<file path="src/rtl/pool_ctrl.sv">
// Sequencer for the 2x2 max-pooling datapath: walks a square feature map in
// non-overlapping 2x2 windows, one window per cycle, and tracks the pool pipeline.
module pool_ctrl #(
  parameter int SWIDTH = 8,
  parameter int AWIDTH = 16
) (
  input  logic              clk,
  input  logic              xrst,
  input  logic              req,
  input  logic [SWIDTH-1:0] in_size,
  input  logic [AWIDTH-1:0] in_base,
  input  logic [AWIDTH-1:0] out_base,
  output logic              busy,
  output logic              ack,
  output logic              feat_rd_en,
  output logic [AWIDTH-1:0] feat_addr0,
  output logic [AWIDTH-1:0] feat_addr1,
  output logic [AWIDTH-1:0] feat_addr2,
  output logic [AWIDTH-1:0] feat_addr3,
  output logic              out_en,
  output logic              pmap_we,
  output logic [AWIDTH-1:0] pmap_addr
);

  typedef enum logic [1:0] {S_IDLE, S_ISSUE, S_DRAIN, S_DONE} state_t;

  localparam logic [SWIDTH-1:0] ONE_S = SWIDTH'(1);
  localparam logic [AWIDTH-1:0] ONE_A = AWIDTH'(1);
  localparam logic [AWIDTH-1:0] TWO_A = AWIDTH'(2);

  state_t            state, state_nxt;
  logic [SWIDTH-1:0] size_q, size_nxt, wo_q, wo_nxt;
  logic [SWIDTH-1:0] i_q, i_nxt, j_q, j_nxt;
  logic [AWIDTH-1:0] row_q, row_nxt, oa_q, oa_nxt;
  logic [AWIDTH-1:0] a0_nxt, a1_nxt, a2_nxt, a3_nxt;
  logic [AWIDTH-1:0] oa1_q, oa2_q, w2_q;
  logic              busy_nxt, ack_nxt, rd_nxt, vld0_q;

  // Row pointer advances by two input rows at each row end.
  assign w2_q = AWIDTH'(size_q) << 1;

  always_comb begin
    state_nxt = state;
    size_nxt  = size_q;
    wo_nxt    = wo_q;
    i_nxt     = i_q;
    j_nxt     = j_q;
    row_nxt   = row_q;
    oa_nxt    = oa_q;
    a0_nxt    = '0;
    busy_nxt  = 1'b0;
    ack_nxt   = 1'b0;
    rd_nxt    = 1'b0;
    case (state)
      S_IDLE: begin
        if (req) begin
          size_nxt = in_size;
          wo_nxt   = in_size >> 1;
          i_nxt    = '0;
          j_nxt    = '0;
          row_nxt  = in_base;
          oa_nxt   = out_base;
          busy_nxt = 1'b1;
          if (in_size[SWIDTH-1:1] != '0) begin
            state_nxt = S_ISSUE;
            rd_nxt    = 1'b1;
            a0_nxt    = in_base;
          end else begin
            state_nxt = S_DONE;
            ack_nxt   = 1'b1;
          end
        end
      end
      S_ISSUE: begin
        busy_nxt = 1'b1;
        if (j_q != wo_q - ONE_S) begin
          j_nxt  = j_q + ONE_S;
          a0_nxt = feat_addr0 + TWO_A;
          oa_nxt = oa_q + ONE_A;
          rd_nxt = 1'b1;
        end else if (i_q != wo_q - ONE_S) begin
          j_nxt   = '0;
          i_nxt   = i_q + ONE_S;
          row_nxt = row_q + w2_q;
          a0_nxt  = row_q + w2_q;
          oa_nxt  = oa_q + ONE_A;
          rd_nxt  = 1'b1;
        end else begin
          state_nxt = S_DRAIN;
        end
      end
      S_DRAIN: begin
        busy_nxt = 1'b1;
        // Only the final pmap_we remains in flight once stages 1 and 2 are empty.
        if (!vld0_q && !out_en) begin
          state_nxt = S_DONE;
          ack_nxt   = 1'b1;
        end
      end
      S_DONE:  state_nxt = S_IDLE;
      default: state_nxt = S_IDLE;
    endcase
    a1_nxt = '0;
    a2_nxt = '0;
    a3_nxt = '0;
    if (rd_nxt) begin
      a1_nxt = a0_nxt + ONE_A;
      a2_nxt = a0_nxt + AWIDTH'(size_nxt);
      a3_nxt = a0_nxt + AWIDTH'(size_nxt) + ONE_A;
    end
  end

  always_ff @(posedge clk or negedge xrst) begin
    if (!xrst) begin
      state      <= S_IDLE;
      size_q     <= '0;
      wo_q       <= '0;
      i_q        <= '0;
      j_q        <= '0;
      row_q      <= '0;
      oa_q       <= '0;
      busy       <= 1'b0;
      ack        <= 1'b0;
      feat_rd_en <= 1'b0;
      feat_addr0 <= '0;
      feat_addr1 <= '0;
      feat_addr2 <= '0;
      feat_addr3 <= '0;
    end else begin
      state      <= state_nxt;
      size_q     <= size_nxt;
      wo_q       <= wo_nxt;
      i_q        <= i_nxt;
      j_q        <= j_nxt;
      row_q      <= row_nxt;
      oa_q       <= oa_nxt;
      busy       <= busy_nxt;
      ack        <= ack_nxt;
      feat_rd_en <= rd_nxt;
      feat_addr0 <= a0_nxt;
      feat_addr1 <= a1_nxt;
      feat_addr2 <= a2_nxt;
      feat_addr3 <= a3_nxt;
    end
  end

  // Valid chain: read issued (t) -> data at pool (t+1) -> out_en (t+2) -> write (t+3).
  always_ff @(posedge clk or negedge xrst) begin
    if (!xrst) begin
      vld0_q    <= 1'b0;
      out_en    <= 1'b0;
      pmap_we   <= 1'b0;
      oa1_q     <= '0;
      oa2_q     <= '0;
      pmap_addr <= '0;
    end else begin
      vld0_q    <= feat_rd_en;
      out_en    <= vld0_q;
      pmap_we   <= out_en;
      oa1_q     <= feat_rd_en ? oa_q : '0;
      oa2_q     <= oa1_q;
      pmap_addr <= out_en ? oa2_q : '0;
    end
  end

endmodule

</file>
<file path="config.mk">
export PLATFORM = sky130hd
export DESIGN_NAME = pool_ctrl
export DESIGN_NICKNAME = d
export VERILOG_FILES = /design/src/rtl/pool_ctrl.sv
export SDC_FILE = /design/constraint.sdc
export NUM_CORES = 1
export LEC_CHECK = 0
export CORE_ASPECT_RATIO = 0.7
export CORE_UTILIZATION = 55
export CTS_BUF_LIST = sky130_fd_sc_hd__clkbuf_4
export DETAILED_ROUTE_END_ITERATION = 10
export PLACE_DENSITY = 0.8
export SYNTH_ARGS = -nofsm -noshare
export SYNTH_HDL_FRONTEND = slang
export SYNTH_SLANG_ARGS = --single-unit
</file>
<file path="constraint.sdc">
create_clock -name clk -period 6.95 [get_ports clk]
set_clock_uncertainty 0.2 [all_clocks]
set_input_delay 1.0425 -clock clk [delete_from_list [all_inputs] [get_ports clk]]
set_output_delay 1.0425 -clock clk [all_outputs]
set_load 0.005 [all_outputs]
</file>
# Word-level counts from Yosys, hierarchy flattened
# Index checks and enable logic that the tools add are counted.
# op_classes
n_reduce_logical	11
n_addsub	9
n_eq_ne	11
mux	44
# ops
op	n
16-bit two-way mux	15
16-bit case mux with 2 select lines	3
8-bit two-way mux	7
16-bit by 1-bit adder with 16-bit output, second input constant	3
8-bit case mux with 2 select lines	2
16-bit by 2-bit adder with 16-bit output, second input constant	1
16-bit by 8-bit adder with 16-bit output	1
16-bit by 9-bit adder with 16-bit output	1
8-bit by 1-bit adder with 8-bit output, second input constant	2
8-bit != test	2
2-bit two-way mux	5
2-bit != test, second input constant	5
1-bit two-way mux	8
2-bit case mux with 4 select lines	1
4-bit AND reduction	2
7-bit by 1-bit subtractor with 8-bit output, second input constant	1
7-bit nonzero test	1
1-bit case mux with 2 select lines	3
2-bit == test, second input constant	2
3-bit != test, second input constant	1
3-bit AND reduction	1
2-bit by 1-bit == test with 1-bit output, second input constant	1
1-bit zero test	2
2-bit zero test	1
4 further kinds	4
# word_totals
ff_bits	183
input_bits	43
word_cells	95
out_inout_bits	85

# Longest topological paths before layout
# depth
depth_word	8
ltp_mapped	28
depth_no_buf	24

# Worst setup path before layout
# OpenSTA, ideal clock, no wires.
# synth_timing
path_type	input-to-reg
from	input in_size[4]
to	register feat_addr3[15]
stages	18
required_ns	6.671
path_slack_ns	1.613
path_buffers	1
t_arrival_ns	5.058
setup_time_ns	0.079
path_cell_list	or4_1 -> nor4_1 -> nor2_1 -> clkbuf_1 -> a22oi_1 -> inv_1 -> ha_1 -> a21o_1 -> a21oi_1 -> o21ai_0 -> a21o_1 -> a21oi_1 -> nor2_1 -> xnor2_1 -> o31ai_1 -> nand3_1 -> nor4b_2 -> xor2_1
# synth_via
elab_chain_len	7
word_cells_on_any_way	12
cone_classes	add/sub: 2; mux: 9; reduce/logical: 1
# synth_lines
item	line_no	source
from (decl)	10	input logic [SWIDTH-1:0] in_size,
7-bit nonzero test	64	if (in_size[SWIDTH-1:1] != '0) begin
16-bit two-way mux	64	
16-bit two-way mux	56	if (req) begin
16-bit case mux with 2 select lines	54	case (state)
via a0_nxt[1]	35	logic [AWIDTH-1:0] a0_nxt, a1_nxt, a2_nxt, a3_nxt;
16-bit by 8-bit adder with 16-bit output	109	a3_nxt = a0_nxt + AWIDTH'(size_nxt) + ONE_A;
16-bit by 1-bit adder with 16-bit output	109	
16-bit two-way mux	106	if (rd_nxt) begin
via a3_nxt[15]	35	
to (signal assigned)	143	feat_addr3 <= a3_nxt;
to (decl)	19	output logic [AWIDTH-1:0] feat_addr3,
# The timed path passes the listed nets, and every way through them passes these cells.
# A chain may end at the register's enable or synchronous reset.

# Final worst setup path
# layout_timing
from	register wo_q[0]
to	register feat_addr3[15]
# layout_via
elab_chain_len	8
word_cells_on_any_way	12
cone_classes	add/sub: 3; eq/ne: 2; mux: 7
# layout_lines
item	line_no	source
from (decl)	32	logic [SWIDTH-1:0] size_q, size_nxt, wo_q, wo_nxt;
from (signal assigned)	132	wo_q <= wo_nxt;
7-bit by 1-bit subtractor with 8-bit output *	76, 81	
8-bit != test	81	end else if (i_q != wo_q - ONE_S) begin
16-bit two-way mux	81	
16-bit two-way mux *	76	if (j_q != wo_q - ONE_S) begin
16-bit case mux with 2 select lines *	54	
via a0_nxt[1]	35	
16-bit by 8-bit adder with 16-bit output *	109	
16-bit by 1-bit adder with 16-bit output *	109	
16-bit two-way mux *	106	
via a3_nxt[15]	35	
# The timed path passes the listed nets; every way through them passes the cells marked *.

==> PnR_summary.wiki <==
{| class="wikitable"
! Metric !! Value
|-
| Source of the worst register-to-register timing path || wo_q[0]
|-
| Category of the critical setup timing path || reg2reg
|-
| Power density of the placed cells || 412.6 mW/mm^2
|-
| Class of the most critical hold timing path || reg2reg
|-
| Setup total negative slack || 0 ns
|-
| Vias in the first global route || 6437
|-
| CP required || 7.27 ns
|-
| Detailed-placement wirelength estimate || 15840 microns
|-
| Average instance area after synthesis || 10.14 sq um
|-
| Pin count of the biggest net entering global routing || 109
|-
| Number of diodes || 0
|-
| WP data arrival || 6.55 ns
|-
| Result of the run || completed
|-
| Core area || 0.01583 sq mm
|-
| Bufs and invs on worst path || 2
|-
| Growth of design area from synthesis to finish || 18.42%
|-
| Share of cells above drive strength 1 || 6.335%
|-
| Pre-CTS WS || 0.6078 ns
|-
| Average routed wire per standard cell || 17.33 microns
|-
| Cell type with the highest aggregate area in the netlist || dfrtp_1
|-
| Wire length of the first global-routing pass || 34530 microns
|-
| Cell family contributing the most delay on the critical path || compound AO/OA/AOI/OAI gates
|-
| Number of synthesized register bits || 183
|-
| Multi-input gate area in the final layout || 0.004197 sq mm
|-
| CTS HTree Levels || 4
|-
| Capturing point of the worst reg2reg path || feat_addr3[15]
|-
| TritonCTS clock tree || done
|-
| Proportion of synthesized chip area in sequential cells || 50.40%
|-
| Post-synth top cells || dfrtp_1 (183), nand2_1 (94), nor2_1 (80)
|-
| Post-synthesis cell type count || 70
|-
| I/O pin count || 128
|-
| Slew at the pin closest to its max-slew limit || 0.9626 ns
|-
| Residual antenna-violating net count after detailed routing || 0
|-
| Chain of cells forming the critical path || inv_1 > ha_1 > nor3b_2 > a311oi_1 > o21ai_0 > or4_1 > nand3_1 > o21ai_0 > a22oi_1 > inv_1 > ha_1 > a21o_1 > a21oi_1 > o21ai_0 > a21o_1 > a21oi_1 > o21bai_1 > nand4_1 > xnor2_1 > nand3_1 > nor4b_2 > xor2_1
|-
| Final min period || 6.231 ns
|-
| Crit start category || register
|-
| Library cell appearing most often on the critical path || o21ai_0
|-
| Critical Path Max Stage Delay || 0.67 ns
|-
| Routed vias || 7078
|-
| Final hold violation count || 0
|-
| Peak VDD IR || 0.2391 mV
|-
| Reported max-cap violation count || 0
|-
| Endpoint kind of the worst setup timing path || register
|-
| Share of synthesized registers carrying an async set or reset || 100.0%
|-
| Mapped Cells || 896
|-
| Final routed DRC violation total || 0
|-
| Total congestion overflow after global routing || 0
|-
| Setup fix buffers added after clock tree synthesis || 0
|-
| Clock transition at the registers of the reported paths || 0.15 ns
|-
| Vert. Die Dim || 109.5 microns
|-
| Synth top area cells || dfrtp_1 (50%), xnor2_1 (5.6%), nand2_1 (3.9%)
|-
| Worst reg-to-reg path cell count || 22
|-
| Unrepaired setup endpoints after global routing || false
|-
| Final critical-path share of the clock period || 89.66%
|-
| Count of routing violations after the opening detailed-route iteration || 652
|-
| Final-report setup violation count || 0
|-
| Net count, final || 1085
|-
| Cell area after synthesis || 0.009086 sq mm
|-
| Clock Path Buffers || 2
|-
| Least setup slack across all paths after layout || 0.7187 ns
|-
| Slack of the worst reg-to-reg path || 0.72 ns
|-
| Post-cts resize count || 0
|-
| Normalized max-slew margin || 35.83%
|-
| Clock Tree Root || clkbuf_4
|-
| Post-detailed-placement cell area || 0.01052 sq mm
|-
| Die X-Extent || 155.6 microns
|-
| Final core utilization || 67.96%
|-
| Fill cell total of the finished layout || 1197
|-
| Worst skew pair latency || 0.59 ns
|-
| Placer's final routability congestion estimate || 0.9461
|-
| Maximum fanout encountered on the critical timing path || 7
|-
| Area of all placed cells without fillers || 0.01076 sq mm
|-
| Drt total wl || 21590 microns
|-
| Total of buffers placed on input and output ports || 127
|-
| Number of flops mapped to enable cells by yosys || 0
|-
| Total number of yosys warnings || 0
|-
| Area of the die || 0.01705 sq mm
|-
| Highest clock rate || 160.5 MHz
|-
| Via density || 5.681
|-
| Syn nets || 968
|-
| Effective utilization at floorplan || 57.39%
|-
| Number of sinks on the clock net || 183
|-
| First-pass DRT Iterations || 6
|-
| Hold-fix buffer count after cts || 0
|-
| Total routing resource utilization after global routing || 26.63%
|-
| Sequential cell area in the final layout || 0.004579 sq mm
|-
| Site row count || 38
|-
| Max-slew violations || 0
|-
| Most common cell in the synthesized netlist || dfrtp_1
|-
| End point of the worst hold path || oa2_q[10]
|-
| Yosys top cell area share || 50.40%
|-
| Hold Path Origin || oa1_q[10]
|-
| Most common flop cell mapped by yosys || dfrtp_1
|-
| Static Leak || 4.819 nW
|-
| Inserted Clock Buffers || 17
|-
| Slowest cell on crit path || or4_1
|-
| WHS Path Cells || 0
|-
| Number of antenna violations at the first check in global routing || 0
|}
-- worst max path at each step --
stage | start | endpoint | slack [ns] | depth (start not counted)
2_1_floorplan | in_size[4] | feat_addr3[15] | 1.61 | 18
3_3_place_gp | in_size[4] | feat_addr3[15] | 0.80 | 19
3_5_place_dp | in_size[5] | feat_addr3[15] | 0.61 | 19
4_1_cts | wo_q[0] | feat_addr3[15] | 0.83 | 22
5_1_grt | wo_q[0] | feat_addr3[13] | 0.31 | 23
6_report | wo_q[0] | feat_addr3[15] | 0.72 | 22
-- metrics by stage --
stage                     total power, mW  hold WS [ns]  cells
final                               4.440        0.1677   1246
after global routing                4.762        0.1759   1246
after CTS                           4.426        0.1692   1246
after detailed placement            3.882        0.1347   1214
after global placement              3.814        0.1322   1214
after floorplan                     3.137        0.1312    896
-- cells in the final DEF, fill, tap and decap left out, drive strengths merged, types with 6 or more instances in the layout --
| master | count |
|---|---|
| ha | 27 |
| nor4 | 11 |
| inv | 40 |
| o21a | 6 |
| nand2 | 95 |
| nor2b | 11 |
| clkbuf | 18 |
| a22oi | 7 |
| and2 | 34 |
| mux2i | 12 |
| and3 | 17 |
| clkdlybuf4s50 | 126 |
| xor2 | 34 |
| dfrtp | 183 |
| a21oi | 47 |
| o21ai | 53 |
| nand3 | 26 |
| xnor2 | 58 |
| o22ai | 14 |
| nor2 | 80 |
| buf | 10 |
| nand4 | 17 |
| a31oi | 6 |
| nor3 | 12 |
-- sequential cells by signal, summed over array words and instances (netlist names) --
name	count
j_q	8
feat_addr1	16
pmap_we	1
feat_addr0	16
pmap_addr	16
feat_rd_en	1
size_q	8
row_q	16
oa_q	16
busy	1
feat_addr2	16
wo_q	7
i_q	8
state	2
vld0_q	1
feat_addr3	16
oa2_q	16
ack	1
out_en	1
oa1_q	16
-- per-layer routing --
metal  track usage [%]  part of all wire [%]  vias to the layer above
met5                 0                     0                        -
met4             6.793                   1.5                        0
met3             6.780                   8.1                       30
met2             36.80                    42                      295
met1             41.27                    49                     3403
li1                  -                     -                     3350
-- cell families (layout without fill, tap and decap cells) --
| logic type | after synthesis | after routing | synth area share (%) |
|---|---|---|---|
| muxes | 13 | 13 | 1.446 |
| adders and majority gates | 29 | 29 | 4.159 |
| AOI/OAI and AO/OA | 178 | 178 | 12.68 |
| buffers and inverters | 71 | 201 | 3.484 |
| xor gates and xnor gates | 92 | 92 | 8.868 |
| DFF | 183 | 183 | 50.40 |
| and+or+nand+nor | 330 | 330 | 18.96 |
-- power breakdown --
part	switching, mW	leakage [nW]	total, mW	internal (mW)
clock network	0.384	0.135	0.539	0.154
registers	0.294	2.38	1.72	1.43
logic	1.22	2.31	2.18	0.963
total	1.89	4.82	4.44	2.55
-- cell type report --
cell class,instances,share of cell area [%]
multi-input cells,642,39.00
inverters,33,1.151
clock inverters,14,1.023
repair buffers,136,12.45
clock buffers,18,1.256
well taps,220,2.558
flip-flops and latches,183,42.56
(Power assumes the default switching activity.)
